$ cat src/rtl/multicycle_pkg.sv
// multicycle_pkg: shared encodings for the multicycle ARM control path
// (states, ALU control codes, opcode classes, datapath select values).
package multicycle_pkg;

    typedef enum logic [3:0] {
        FETCH    = 4'd0,
        DECODE   = 4'd1,
        MEMADR   = 4'd2,
        MEMREAD  = 4'd3,
        MEMWB    = 4'd4,
        MEMWRITE = 4'd5,
        EXECR    = 4'd6,
        EXECI    = 4'd7,
        ALUWB    = 4'd8,
        BRANCH   = 4'd9,
        BLLINK   = 4'd10
    } state_t;

    typedef enum logic [1:0] {
        ALU_ADD = 2'b00,
        ALU_SUB = 2'b01,
        ALU_AND = 2'b10,
        ALU_ORR = 2'b11
    } alu_ctl_t;

    localparam logic [1:0] OP_DP  = 2'b00;
    localparam logic [1:0] OP_MEM = 2'b01;
    localparam logic [1:0] OP_BR  = 2'b10;

    localparam logic [3:0] CMD_ADD = 4'b0100;
    localparam logic [3:0] CMD_SUB = 4'b0010;
    localparam logic [3:0] CMD_AND = 4'b0000;
    localparam logic [3:0] CMD_ORR = 4'b1100;
    localparam logic [3:0] CMD_CMP = 4'b1010;

    localparam logic [1:0] SRCB_REG  = 2'b00;
    localparam logic [1:0] SRCB_IMM  = 2'b01;
    localparam logic [1:0] SRCB_FOUR = 2'b10;

    localparam logic [1:0] RES_ALUOUT = 2'b00;
    localparam logic [1:0] RES_DATA   = 2'b01;
    localparam logic [1:0] RES_ALU    = 2'b10;

endpackage

$ cat src/rtl/multicycle_aludec.sv
// multicycle_aludec: data-processing decode from cmd/S to ALU control, flag-write
// enables and the CMP register-write suppression; neutral (ADD, no flags) when ALUOp=0.
module multicycle_aludec
    import multicycle_pkg::*;
(
    input  logic       alu_op_i,
    input  logic [4:0] funct_i,
    output logic [1:0] alu_control_o,
    output logic [1:0] flag_w_o,
    output logic       no_write_o
);
    logic [3:0] cmd;
    logic       known;
    logic       arith;

    assign cmd = funct_i[4:1];

    always_comb begin
        alu_control_o = ALU_ADD;
        no_write_o    = 1'b0;
        known         = 1'b1;
        arith         = 1'b0;
        case (cmd)
            CMD_ADD: arith = 1'b1;
            CMD_SUB: begin alu_control_o = ALU_SUB; arith = 1'b1; end
            CMD_AND: alu_control_o = ALU_AND;
            CMD_ORR: alu_control_o = ALU_ORR;
            CMD_CMP: begin alu_control_o = ALU_SUB; arith = 1'b1; no_write_o = 1'b1; end
            default: known = 1'b0;
        endcase
        // NZ always follow S; CV only for arithmetic ops
        flag_w_o = (funct_i[0] && known) ? {1'b1, arith} : 2'b00;
        if (!alu_op_i) begin
            alu_control_o = ALU_ADD;
            flag_w_o      = 2'b00;
            no_write_o    = 1'b0;
        end
    end

endmodule

$ cat src/rtl/multicycle_mainfsm.sv
// multicycle_mainfsm: main control FSM of the multicycle ARM core with MemReady waits
// and optional wait timeout. Define MULTICYCLE_BL_EN to add the BLLINK (branch-with-link) state.
module multicycle_mainfsm
    import multicycle_pkg::*;
#(
    parameter int WAIT_LIMIT = 0,
    parameter int CNT_W      = 8
) (
    input  logic       clk,
    input  logic       Reset,
    input  logic [1:0] Op,
    input  logic [5:0] Funct,
    input  logic [3:0] Rd,
    input  logic       MemReady,
    output logic       IRWrite,
    output logic       NextPC,
    output logic       RegW,
    output logic       MemW,
    output logic       PCS,
    output logic       AdrSrc,
    output logic       ALUSrcA,
    output logic [1:0] ALUSrcB,
    output logic [1:0] ResultSrc,
    output logic [1:0] ALUControl,
    output logic [1:0] FlagW,
    output logic       NoWrite,
    output logic       LinkW,
    output logic       MemFault,
    output logic       Undef,
    output logic [3:0] State
);
    state_t             state_q, state_d;
    logic [CNT_W-1:0]   cnt_q, cnt_d;
    logic               nowrite_q, nowrite_d;
    logic               alu_op;
    logic               mem_state;
    logic [1:0]         dec_ctl;
    logic [1:0]         dec_flagw;
    logic               dec_nowrite;

    assign alu_op    = (state_q == EXECR) || (state_q == EXECI);
    assign mem_state = (state_q == FETCH) || (state_q == MEMREAD) || (state_q == MEMWRITE);
    assign State     = state_q;

    multicycle_aludec u_aludec (
        .alu_op_i     (alu_op),
        .funct_i      (Funct[4:0]),
        .alu_control_o(dec_ctl),
        .flag_w_o     (dec_flagw),
        .no_write_o   (dec_nowrite)
    );

    always_ff @(posedge clk) begin
        if (Reset) begin
            state_q   <= FETCH;
            cnt_q     <= '0;
            nowrite_q <= 1'b0;
        end else begin
            state_q   <= state_d;
            cnt_q     <= cnt_d;
            nowrite_q <= nowrite_d;
        end
    end

    always_comb begin
        state_d    = state_q;
        cnt_d      = '0;
        nowrite_d  = alu_op ? dec_nowrite : nowrite_q;
        IRWrite    = 1'b0;
        NextPC     = 1'b0;
        RegW       = 1'b0;
        MemW       = 1'b0;
        PCS        = 1'b0;
        AdrSrc     = 1'b0;
        ALUSrcA    = 1'b0;
        ALUSrcB    = SRCB_REG;
        ResultSrc  = RES_ALUOUT;
        ALUControl = dec_ctl;
        FlagW      = dec_flagw;
        NoWrite    = dec_nowrite;
        LinkW      = 1'b0;
        MemFault   = 1'b0;
        Undef      = 1'b0;
        case (state_q)
            FETCH: begin
                ALUSrcA   = 1'b1;
                ALUSrcB   = SRCB_FOUR;
                ResultSrc = RES_ALU;
                IRWrite   = MemReady;
                NextPC    = MemReady;
                if (MemReady) state_d = DECODE;
            end
            DECODE: begin
                ALUSrcA   = 1'b1;
                ALUSrcB   = SRCB_FOUR;
                ResultSrc = RES_ALU;
                case (Op)
                    OP_DP:  state_d = Funct[5] ? EXECI : EXECR;
                    OP_MEM: state_d = MEMADR;
`ifdef MULTICYCLE_BL_EN
                    OP_BR:  state_d = Funct[4] ? BLLINK : BRANCH;
`else
                    OP_BR:  state_d = BRANCH;
`endif
                    default: begin state_d = FETCH; Undef = 1'b1; end
                endcase
            end
            MEMADR: begin
                ALUSrcB    = SRCB_IMM;
                ALUControl = Funct[3] ? ALU_ADD : ALU_SUB;
                state_d    = Funct[0] ? MEMREAD : MEMWRITE;
            end
            MEMREAD: begin
                AdrSrc = 1'b1;
                if (MemReady) state_d = MEMWB;
            end
            MEMWB: begin
                ResultSrc = RES_DATA;
                RegW      = 1'b1;
                PCS       = (Rd == 4'd15);
                state_d   = FETCH;
            end
            MEMWRITE: begin
                AdrSrc = 1'b1;
                MemW   = 1'b1;
                if (MemReady) state_d = FETCH;
            end
            EXECR: state_d = ALUWB;
            EXECI: begin ALUSrcB = SRCB_IMM; state_d = ALUWB; end
            ALUWB: begin
                RegW    = 1'b1;
                PCS     = (Rd == 4'd15);
                NoWrite = nowrite_q;
                state_d = FETCH;
            end
            BRANCH: begin
                ALUSrcB   = SRCB_IMM;
                ResultSrc = RES_ALU;
                PCS       = 1'b1;
                state_d   = FETCH;
            end
`ifdef MULTICYCLE_BL_EN
            BLLINK: begin
                ResultSrc = RES_ALU;
                RegW      = 1'b1;
                LinkW     = 1'b1;
                state_d   = BRANCH;
            end
`endif
            default: state_d = FETCH;
        endcase
        // a ready memory wins over an expiring wait in the same cycle
        if (mem_state && !MemReady) begin
            if (WAIT_LIMIT != 0 && cnt_q == CNT_W'(WAIT_LIMIT)) begin
                MemFault = 1'b1;
                state_d  = FETCH;
            end else begin
                cnt_d = cnt_q + 1'b1;
            end
        end
        if (Reset) begin
            IRWrite    = 1'b0;
            NextPC     = 1'b0;
            RegW       = 1'b0;
            MemW       = 1'b0;
            PCS        = 1'b0;
            LinkW      = 1'b0;
            MemFault   = 1'b0;
            Undef      = 1'b0;
            FlagW      = 2'b00;
            NoWrite    = 1'b0;
            AdrSrc     = 1'b0;
            ALUSrcA    = 1'b1;
            ALUSrcB    = SRCB_FOUR;
            ResultSrc  = RES_ALU;
            ALUControl = ALU_ADD;
        end
    end

endmodule

$ cat config.mk
export PLATFORM = sky130hd
export DESIGN_NAME = multicycle_mainfsm
export DESIGN_NICKNAME = d
export VERILOG_FILES = /design/src/rtl/multicycle_pkg.sv /design/src/rtl/multicycle_aludec.sv /design/src/rtl/multicycle_mainfsm.sv
export SDC_FILE = /design/constraint.sdc
export NUM_CORES = 1
export LEC_CHECK = 0
export CORE_MARGIN = 2
export CORE_UTILIZATION = 34
export DETAILED_ROUTE_END_ITERATION = 7
export PLACE_DENSITY_LB_ADDON = 0.2
export SKIP_LAST_GASP = 1
export SYNTH_ARGS = -nofsm -noshare
export SYNTH_HDL_FRONTEND = slang
export SYNTH_SLANG_ARGS = --single-unit
$ cat constraint.sdc
create_clock -name clk -period 1.5 [get_ports clk]
set_input_delay 0.3 -clock clk [delete_from_list [all_inputs] [get_ports clk]]
set_output_delay 0.3 -clock clk [all_outputs]
set_load 0.02 [all_outputs]
# --- Word-level counts from Yosys, hierarchy flattened ---
# Index checks and enable logic that the tools add are counted.
word_totals:
  reg_bits: 5
op_classes:
  n_eq_ne: 19
  n_reduce_logical: 16
  muxes: 40
op_table:
  columns: ["operator", "n"]
  rows:
  - ["case mux 4 bit (6 select lines)", 1]
  - ["two-way mux 1 bit", 22]
  - ["equality test 4 x 3 -> 1 bit, second input constant", 5]
  - ["equality test 4 bit, second input constant", 5]
  - ["two-way mux 2 bit", 8]
  - ["equality test 4 x 2 -> 1 bit, second input constant", 3]
  - ["two-way mux 4 bit", 3]
  - ["case mux 4 bit (3 select lines)", 1]
  - ["OR reduction 3 bit", 4]
  - ["OR reduction 2 bit", 5]
  - ["zero test 4 bit", 2]
  - ["case mux 2 bit (2 select lines)", 2]
  - ["inequality test 2 bit, second input constant", 3]
  - ["case mux 2 bit (3 select lines)", 1]
  - ["OR reduction 5 bit", 1]
  - ["equality test 4 x 1 -> 1 bit, second input constant", 1]
  - ["two-way mux 3 bit", 1]
  - ["AND reduction 3 bit", 1]
  - ["equality test 2 x 1 -> 1 bit, second input constant", 1]
  - ["equality test 2 bit, second input constant", 1]
  - ["zero test 2 bit", 1]
  - ["case mux 1 bit (2 select lines)", 1]
  - ["logical AND 1 bit", 1]
  - ["logical OR 1 bit", 1]

# --- Depth between registers and ports, before layout ---
# Gate-level depths: netlist of run 1.
depth:
  depth_word: 7
  mapped_depth: 5
  mapped_depth_nobuf: 3

# --- Hierarchy ---
# A second synthesis of run 1 with hierarchy kept.
unflattened:
  hier_cells: 95
  hier_area_um2: 768.2
by_module_without_submodules:
  columns: ["mod", "area_per_inst_um2", "instances", "cells_each"]
  rows:
  - ["multicycle_mainfsm", 678.2, 1, 82]
  - ["multicycle_aludec", 90.1, 1, 13]

# --- Worst setup path after synthesis of run 1 ---
# OpenSTA, ideal clock, no wires.
synth_timing:
  path_type: "reg2out"
  from: "reg state_q[2], in the netlist State[2]"
  to: "out ALUControl[1]"
  stages_incl_launch_ff: 4
  slack_ps: -530
  path_buffers: 1
  arrival_time_ps: 1730
  path_cell_list: "dfxtp_1 buf_2 and4bb_2 nor4b_1"
synth_between:
  elab_chain_cells: 5
  word_cells_on_any_way: 7
synth_lines:
  columns: ["element", "line", "source"]
  rows:
  - ["start, declared", "multicycle_mainfsm.sv:32", "state_t state_q, state_d;"]
  - ["start signal, assigned", "multicycle_mainfsm.sv:59", "state_q <= state_d;"]
  - ["equality test 4 x 3 -> 1 bit", "multicycle_mainfsm.sv:41", "assign alu_op = (state_q == EXECR) || (state_q == EXECI);"]
  - ["logical OR 1 bit", "multicycle_mainfsm.sv:41", null]
  - ["two-way mux 2 bit", "multicycle_aludec.sv:33", "if (!alu_op_i) begin"]
  - ["two-way mux 2 bit *", "multicycle_mainfsm.sv:84", "case (state_q)"]
  - ["two-way mux 2 bit *", "multicycle_mainfsm.sv:161", "if (Reset) begin"]
  - ["end, declared", "multicycle_mainfsm.sv:24", "output logic [1:0] ALUControl,"]
# Mark *: on every way between the ends. The rest lies on a longest branch, timed or not.

# --- Final worst setup path of run 1 ---
layout_timing:
  from: "reg state_q[2], in the netlist State[2]"
  to: "out Undef"
layout_between:
  elab_chain_cells: 3
layout_lines:
  columns: ["element", "line", "source"]
  rows:
  - ["equality test 4 x 1 -> 1 bit", "multicycle_mainfsm.sv:84", null]
  - ["two-way mux 1 bit", "multicycle_mainfsm.sv:84", null]
  - ["two-way mux 1 bit", "multicycle_mainfsm.sv:161", null]
  - ["end, declared", "multicycle_mainfsm.sv:29", "output logic Undef,"]
# No other way between the ends.

==> impl_metrics.csv, run 1 <==
group,metric,value,unit
synthesis,synthTopCellsByArea,"dfxtp_1, nor2_1, nor2b_1",
drt,drt-initial-drc-count,105,
power,power.share.clock,0.187,
synthesis,ys_warn_count,0,
sta,fin_skew,20.7,ps
synthesis,synth_seq_cells,5,
cts,clk_latency,270,ps
die,core-area,1780,µm²
sta,finalSetupViolCount,22,
power,power.leakage,0.713,nW
die,die_h,48.2,µm
worst_setup_path,critPathCaptureType,"primary output",
finish,area_growth_syn_to_layout,155,%
power,switching_share,0.406,
sta,max_freq,495,MHz
power,max-vdd-ir-drop,749,µV
sta,period_needed,2020,ps
drt,avgViaCountPerCell,6.47,
synthesis,ys_seq_area_frac,0.151,
power,comb_power_share,0.651,
cts,clk_pin_slew,60,ps
outcome,violations,"setup timing",
sta,hold_violations,0,
power,p_per_area,567,nW/µm²
power,power_switching,390,µW
placed_design,port_buffers,35,
finish,drive_above_1_share,0.617,
sta,tns,-6630,ps
cts,cts_buffer_depth,2,
die,die-width,48.2,µm
cts,clock_tree.root_cell,"clkbuf_4",
synthesis,synth_edf_count,0,
worst_setup_path,startpoint_type,"flip-flop",
die,die-area,2320,µm²
global_route,grt_max_degree,11,
synthesis,avgSynthCellArea,7.29,µm²
synthesis,syn-instance-count,91,
drt,wl_per_cell,24.9,µm
synthesis,synth_commonest_cells,"nor2_1, dfxtp_1, nor2b_1",
synthesis,yosysMostFrequentCell,"nor2_1",
finish,instances_no_fill,192,
global_route,grt_overflow,0,
sta,rsz0062_at_grt,"yes",
outcome,status,"finished with violations",
global_route,grt_pass1_wl,4.63,mm
sta,fin_ws,-521,ps
cts,cts_tree,"built",
synthesis,yosys_most_used_dff,"dfxtp_1",
synthesis,async_reset_ff_frac,0,
die,rows,15,
worst_setup_path,cp.required,1200,ps
synthesis,synth_area,663,µm²
finish,diodes,0,
power,p_seq_frac,0.162,
flow_run,max_cap_violations,0,
drt,wirelength,4.77,mm
sta,finalCritPeriodShare,1.35,
global_route,grt_pass1_vias,1021,
drt,vias,1242,
drt,first_pass_iters,6,
cts,numCtsBuffers,3,
cts,h-tree-depth,1,
placed_design,place_inst,172,
synthesis,ys_types,42,
global_route,grt_antenna_before_repair,0,
die,io-pin-count,38,
worst_setup_path,cp.arrival,1720,ps
drt,post-route-drc-count,0,
global_route,track_usage,0.301,
sta,slew_violations,0,
cts,cts_sinks,5,
drt,ant_nets,0,
worst_setup_path,critical_path_class,"flip-flop to primary output",
die,initial_core_util,0.372,
power,total_power,960,µW
synthesis,synth_top_area_frac,0.151,
worst_setup_path,cp_max_fo,5,
finish,nNetsFinal,183,
placed_design,dp_hpwl,1.98,mm
placed_design,gp_congestion,0.820,
synthesis,yosysTopAreaCell,"dfxtp_1",
power,internal_power,570,µW
min_path,hp-class,"primary input to flip-flop",
[layout make-up]
cell class                      count  area (µm²)
Sequential cell                     5         113
Inverter                            1        3.75
Timing Repair Buffer               82         795
Tap cell                           25        31.3
Fill cell                          37        90.1
Clock buffer                        4        26.3
Multi-Input combinational cell     75         724
[per-layer routing]
layer	vias to the layer above	part of all wire	track usage
li1	482	-	-
met1	573	0.32	0.290
met2	134	0.47	0.553
met3	53	0.12	0.0889
met4	0	0.089	0.184
met5	-	0	0
[sequential cells by signal (all words and copies together) (netlist names)]
register and cells:
nowrite_q 1, State 4
[worst paths after layout]
path / slack (ps) / startpoint / depth (start not counted) / end
max: -520 / State[2]$_SDFFE_PP0P_ / 4 / Undef
min: 600 / Reset / 3 / State[0]$_SDFFE_PP0P_
min reg2reg: 620 / nowrite_q$_SDFFE_PP0N_ / 2 / nowrite_q$_SDFFE_PP0N_
max reg2reg: -260 / State[2]$_SDFFE_PP0P_ / 5 / State[2]$_SDFFE_PP0P_
[kinds of logic after synthesis]
| logic type | count (synthesis) | share of synthesized area |
|---|---|---|
| AND/OR/NAND/NOR | 48 | 0.442 |
| AO/OA/AOI/OAI | 21 | 0.251 |
| buffers and inverters | 12 | 0.0981 |
| flip-flops | 5 | 0.151 |
| XOR/XNOR | 4 | 0.0528 |
| other | 1 | 0.00565 |
[repair_timing]
item,in CTS,in global routing
gates cloned,1,0
hold endpoints to repair,0,0
pin swaps,7,14
gates resized for setup,119,20
hold buffers,0,0
setup buffers,6,9
endpoints found under the setup margin,23,21
[worst max-delay path, cell delays in order, from the launching register on]
cell and delay, ps:
dfxtp_4 360, buf_6 130, or4b_4 580, nor3_4 220
buf_6 160
[metrics by stage]
stage                     utilization  worst slack [ps]  hold slack, ps  cell area, µm²
after CTS                       0.867              -415             484            1550
after global placement          0.773              -804             467            1380
final                           0.949              -521             596            1690
after global routing            0.949              -536             582            1690
after detailed placement        0.773              -889             476            1380
after floorplan                     -              -112             453             807
[cells in the final DEF (no fill, tap or decap), types with 4 or more instances in the layout]
cell type        Yosys  routed
buf_4                4      40
buf_6                0      18
clkdlybuf4s50_1      0      11
nor2_1              11       7
dlygate4sd2_1        0       5
nor2_4               0       4
nor2b_1              5       4
[power by group through the flow]
| stage | Clock [mW] | Combinational [mW] | Sequential (mW) |
|---|---|---|---|
| global placement | 0 | 0.432 | 0.155 |
| floorplan | 0 | 0.221 | 0.163 |
| detailed placement | 0 | 0.442 | 0.155 |
| global route | 0.197 | 0.643 | 0.156 |
| finish | 0.179 | 0.625 | 0.155 |
| CTS | 0.172 | 0.502 | 0.155 |
Note: power is estimated with default switching activity, not from simulation.
==> run 2: changes to the inputs <==
--- a/config.mk
+++ b/config.mk
@@ -6,7 +6,7 @@
 export NUM_CORES = 1
 export LEC_CHECK = 0
 export CORE_MARGIN = 2
-export CORE_UTILIZATION = 34
+export CORE_UTILIZATION = 37
 export DETAILED_ROUTE_END_ITERATION = 7
 export PLACE_DENSITY_LB_ADDON = 0.2
 export SKIP_LAST_GASP = 1
==> constraint.sdc (replaced) <==
create_clock -name clk -period 2.3 [get_ports clk]
set_input_delay 0.46 -clock clk [delete_from_list [all_inputs] [get_ports clk]]
set_output_delay 0.46 -clock clk [all_outputs]
set_load 0.02 [all_outputs]
==> run 2 against run 1 <==
Largest power group unchanged. Combinational power down 64%. Final cell count down 13%. Critical endpoint is now FlagW[1]. The flow still finishes with violations (setup timing). Global-route usage down 9.5 points. Clock skew down 14 ps. Critical path depth up 1. Worst hold slack worse by 120 ps.
==> impl_metrics.csv, run 2 (same netlist as run 1, synthesis figures left out) <==
group,metric,value,unit
flow_run,max_cap_violations,0,
global_route,track_usage,0.205,
power,switching_share,0.362,
cts,h-tree-depth,1,
drt,wl_per_cell,12.5,µm
outcome,violations,"setup timing",
min_path,hp-class,"flip-flop to flip-flop",
sta,slew_violations,0,
drt,vias,883,
sta,rsz0062_at_grt,"yes",
finish,layout_commonest_cell,"buf_4",
placed_design,dp_slack,-320,ps
power,total_power,424,µW
global_route,grt_pass1_vias,752,
finish,largest_reg_flops,4,
cts,clk_pin_slew,40,ps
drt,post-route-drc-count,0,
finish,drive_above_1_share,0.268,
worst_setup_path,slowest_stage,"clkdlybuf4s50_1",
worst_setup_path,critPathMaxStageDelay,390,ps
sta,finalSetupViolCount,1,
global_route,grt_pass1_wl,3.24,mm
cts,numCtsBuffers,3,
worst_setup_path,startpoint_type,"primary input",
finish,diodes,0,
cts,cts_tree,"built",
die,die-area,2150,µm²
sta,max_freq,433,MHz
cts,post_cts_buffers,0,
worst_setup_path,cp_cell_sequence,"clkdlybuf4s50_1, and4bb_2, nand3b_1, a211oi_1, dlygate4sd1_1",
power,p_seq_frac,0.232,
die,die_h,46.3,µm
sta,finalCritPeriodShare,1.00,
worst_setup_path,critPathCaptureType,"primary output",
placed_design,port_buffers,35,
power,internal_power,271,µW
sta,fin_skew,6.28,ps
power,power_switching,153,µW
power,comb_power_share,0.523,
die,core-area,1710,µm²
drt,wirelength,2.09,mm
die,die-width,46.3,µm
power,max-vdd-ir-drop,200,µV
power,p_per_area,372,nW/µm²
drt,avgViaCountPerCell,5.29,
worst_setup_path,cpLargestDelayFamily,"buffers and inverters",
cts,cts_buffer_depth,2,
sta,period_needed,2310,ps
finish,area_growth_syn_to_layout,72.1,%
sta,hold_violations,0,
cts,clk_latency,240,ps
sta,fin_ws,-11.4,ps
worst_setup_path,reg2reg_slack,680,ps
finish,n_fill_cell,167,
outcome,status,"finished with violations",
worst_setup_path,cp.buffers_inverters,2,
drt,first_pass_iters,4,
placed_design,gp_congestion,0.804,
worst_setup_path,cp_max_fo,4,
power,power.leakage,0.492,nW
sta,tns,-11.4,ps
cts,clock_tree.root_cell,"clkbuf_4",
cts,cts_sinks,5,
finish,multi_input_area,502,µm²
global_route,grt_overflow,0,
finish,layout_common_cells,"buf_4, clkdlybuf4s50_1, nor2_1",
die,io-pin-count,38,
die,initial_core_util,0.388,
worst_setup_path,cp.required,1840,ps
global_route,grt_max_degree,16,
finish,nNetsFinal,158,
global_route,grt_antenna_before_repair,0,
drt,ant_nets,0,
placed_design,dp_hpwl,1.68,mm
power,power.share.clock,0.245,
die,rows,15,
worst_setup_path,critical_path_class,"primary input to primary output",
worst_setup_path,cp.arrival,1850,ps
finish,seq_area,100,µm²
drt,drt-initial-drc-count,13,
-- run 2: cell count changes in the layout (fill, tap and decap cells not counted), sizes merged --
| cell | delta |
|---|---|
| clkdlybuf4s15 | +1 |
| dlygate4sd1 | +1 |
| clkdlybuf4s50 | +6 |
| dlygate4sd2 | +3 |
| dlymetal6s2s | +1 |
| buf | -41 |
| clkbuf | +5 |
| bufbuf | -1 |
-- run 2: worst paths after layout --
path                                              from                     end  cells after the start
worst max register to register   State[1]$_SDFFE_PP0P_   State[0]$_SDFFE_PP0P_                      4
worst min-delay path            nowrite_q$_SDFFE_PP0N_  nowrite_q$_SDFFE_PP0N_                      2
worst max-delay path                          Funct[1]                FlagW[1]                      5
worst min register to register  nowrite_q$_SDFFE_PP0N_  nowrite_q$_SDFFE_PP0N_                      2
-- run 2: final cells by class --
cell class / instances / area share
inverters: 1 / 0.00329
well taps: 25 / 0.0274
clock buffers: 4 / 0.0230
repair buffers: 57 / 0.419
multi-input cells: 75 / 0.440
flip-flops and latches: 5 / 0.0877
-- run 2: repair_timing --
item                                   4_1_cts  5_1_grt
setup endpoints to repair                   17        9
hold buffers                                 0        0
gates resized for setup                     20       19
endpoints found under the hold margin        0        0
-- run 2: metal layers --
metal  vias to the layer above  wire length (µm)  track usage  share of wire
li1                        433                 -            -              -
met1                       403               937        0.274           0.45
met2                        43              1000        0.353           0.48
met3                         4               126       0.0157          0.060
met4                         0                27       0.0514          0.013
met5                         -                 0            0              0
-- run 2: worst register-to-register path: stages (launching register included) --
cell      delay [ps]
dfxtp_1          320
buf_4            180
or2_2            360
o41a_1           420
a311oi_2         240
-- run 2: through the flow --
| stage | std cells | hold slack (ps) | cell area, µm² | utilization |
|---|---|---|---|---|
| detailed placement | 163 | 478 | 1150 | 0.675 |
| global placement | 163 | 465 | 1150 | 0.675 |
| finish | 167 | 478 | 1140 | 0.668 |
| floorplan | 92 | 454 | 667 | - |
| CTS | 167 | 482 | 1160 | 0.680 |
| global route | 167 | 513 | 1140 | 0.668 |
-- run 2: power by group through the flow --
stage,clock [mW],combinational [mW],sequential (mW)
floorplan,0,0.119,0.106
global placement,0,0.225,0.100
detailed placement,0,0.229,0.100
CTS,0.106,0.222,0.0984
global route,0.112,0.240,0.0990
finish,0.104,0.222,0.0983
==> run 3: changes to the inputs <==
--- a/config.mk
+++ b/config.mk
@@ -5,8 +5,10 @@
 export SDC_FILE = /design/constraint.sdc
 export NUM_CORES = 1
 export LEC_CHECK = 0
+export ABC_AREA = 0
 export CORE_MARGIN = 2
-export CORE_UTILIZATION = 37
+export CORE_UTILIZATION = 39
+export CTS_BUF_LIST = sky130_fd_sc_hd__clkbuf_4
 export DETAILED_ROUTE_END_ITERATION = 7
 export PLACE_DENSITY_LB_ADDON = 0.2
 export SKIP_LAST_GASP = 1
==> run 3 against run 2 <==
Setup slack better by 69 ps. Sequential power hardly changed. Non-clock buffer count stayed put. Sequential share of layout area hardly changed. Largest cell class unchanged. Flip-flop and latch count stayed put. The flow now finishes without violations. Final cell count is 5.4% lower. Design area is 0.11% higher. Clock power is 9% higher.
==> impl_metrics.csv, run 3 (same netlist as run 1, synthesis figures left out) <==
group,metric,value,unit
power,total_power,438,µW
finish,diodes,0,
drt,first_pass_iters,4,
finish,largest_reg_flops,4,
cts,cts_sinks,5,
sta,tns,0,ps
power,internal_power,285,µW
sta,max_freq,446,MHz
sta,hold_violations,0,
sta,finalCritPeriodShare,0.975,
sta,fin_skew,0.927,ps
sta,slew_violations,0,
cts,hold_buffers,0,
sta,whs,486,ps
finish,n_fill_cell,129,
global_route,grt_overflow,0,
worst_setup_path,critPathCaptureType,"primary output",
flow_run,max_cap_violations,0,
die,initial_core_util,0.430,
die,core-area,1540,µm²
power,p_per_area,384,nW/µm²
power,max-vdd-ir-drop,201,µV
worst_setup_path,cp.required,1840,ps
global_route,grt_pass1_wl,3.46,mm
die,die-area,2050,µm²
cts,numCtsBuffers,3,
drt,ant_nets,0,
finish,instances_no_fill,158,
worst_setup_path,cp_max_fo,4,
finish,drive_above_1_share,0.261,
finish,area_growth_syn_to_layout,72.3,%
drt,vias,867,
placed_design,dp_hpwl,1.72,mm
worst_setup_path,critical_path_class,"primary input to primary output",
cts,h-tree-depth,1,
outcome,status,"finished, final reports clean",
cts,cts_tree,"built",
die,io-pin-count,38,
power,comb_power_share,0.513,
placed_design,port_buffers,35,
sta,rsz0062_at_grt,"yes",
power,power.share.clock,0.257,
placed_design,gp_congestion,0.798,
drt,drt-initial-drc-count,8,
power,power.leakage,0.512,nW
worst_setup_path,cp.arrival,1780,ps
cts,cts_buffer_depth,2,
placed_design,place_inst,154,
finish,final_cell_area,1140,µm²
sta,finalSetupViolCount,0,
cts,clock_tree.root_cell,"clkbuf_4",
die,die-width,45.2,µm
drt,avgViaCountPerCell,5.49,
power,switching_share,0.349,
placed_design,place_area,1140,µm²
cts,post_cts_buffers,0,
die,die_h,45.2,µm
global_route,grt_antenna_before_repair,0,
finish,layout_common_cells,"buf_4, clkdlybuf4s50_1, nor2_1",
drt,post-route-drc-count,0,
finish,layout_commonest_cell,"buf_4",
cts,clk_pin_slew,40,ps
sta,period_needed,2240,ps
global_route,track_usage,0.229,
drt,wl_per_cell,13.9,µm
power,p_seq_frac,0.230,
power,power_switching,153,µW
global_route,grt_max_degree,13,
worst_setup_path,startpoint_type,"primary input",
drt,wirelength,2.20,mm
die,rows,14,
global_route,grt_pass1_vias,821,
finish,nNetsFinal,158,
cts,clk_latency,240,ps
min_path,hp-class,"flip-flop to flip-flop",
[run 3: changes by cell type in the layout (fill, tap and decap cells not counted)]
cell,delta
buf_2,+2
clkbuf_1,-1
clkbuf_2,-3
clkbuf_4,+1
clkdlybuf4s15_1,+1
clkdlybuf4s15_2,-1
clkdlybuf4s50_1,-1
dlygate4sd1_1,-1
dlygate4sd2_1,+1
dlymetal6s2s_1,+2
[run 3: power by group through the flow]
stage                     Combinational, mW  Clock [mW]  Sequential (mW)
final                                 0.225       0.113            0.101
after detailed placement              0.230           0            0.101
after floorplan                       0.119           0            0.106
after global routing                  0.241       0.123            0.101
after global placement                0.225           0            0.101
after CTS                             0.225       0.116           0.0999
[run 3: layer usage]
layer | vias to the layer above | wire length, µm | GRT usage
met5 | - | 0 | 0
met4 | 0 | 0 | 0.0529
met3 | 0 | 128 | 0.0440
met2 | 37 | 1120 | 0.423
met1 | 399 | 951 | 0.268
li1 | 431 | - | -
[run 3: worst paths after layout]
| check | start | end | slack [ps] | cells after the start |
|---|---|---|---|---|
| min | nowrite_q$_SDFFE_PP0N_ | nowrite_q$_SDFFE_PP0N_ | 490 | 2 |
| min reg2reg | nowrite_q$_SDFFE_PP0N_ | nowrite_q$_SDFFE_PP0N_ | 490 | 2 |
| max reg2reg | State[2]$_SDFFE_PP0P_ | State[0]$_SDFFE_PP0P_ | 680 | 5 |
| max | Funct[1] | ALUControl[1] | 60 | 4 |
[run 3: layout make-up]
class                      count  area, µm²  share of cell area
multi-input combinational     75        502               0.439
inverter                       1       3.75             0.00329
clock buffer                   4       30.0              0.0263
tap                           16       20.0              0.0175
timing repair buffer          57        487               0.426
sequential                     5        100              0.0876
[run 3: critical path, cell delays in order]
cell	delay, ps
clkdlybuf4s50_1	410
and4bb_2	340
nor4b_1	210
dlygate4sd2_1	370
[run 3: through the flow]
step	util	worst slack, ps
2_1_floorplan	-	110
3_3_place_gp	0.740	-284
3_5_place_dp	0.740	-349
4_1_cts	0.751	-77.0
5_1_grt	0.741	-9.10
6_report	0.741	57.8
[run 3: what timing repair did]
action / 4_1_cts / 5_1_grt
setup endpoints to repair: 16 / 9
cloned: 0 / 0
endpoints found under the hold margin: 0 / 0
gates resized for setup: 22 / 13
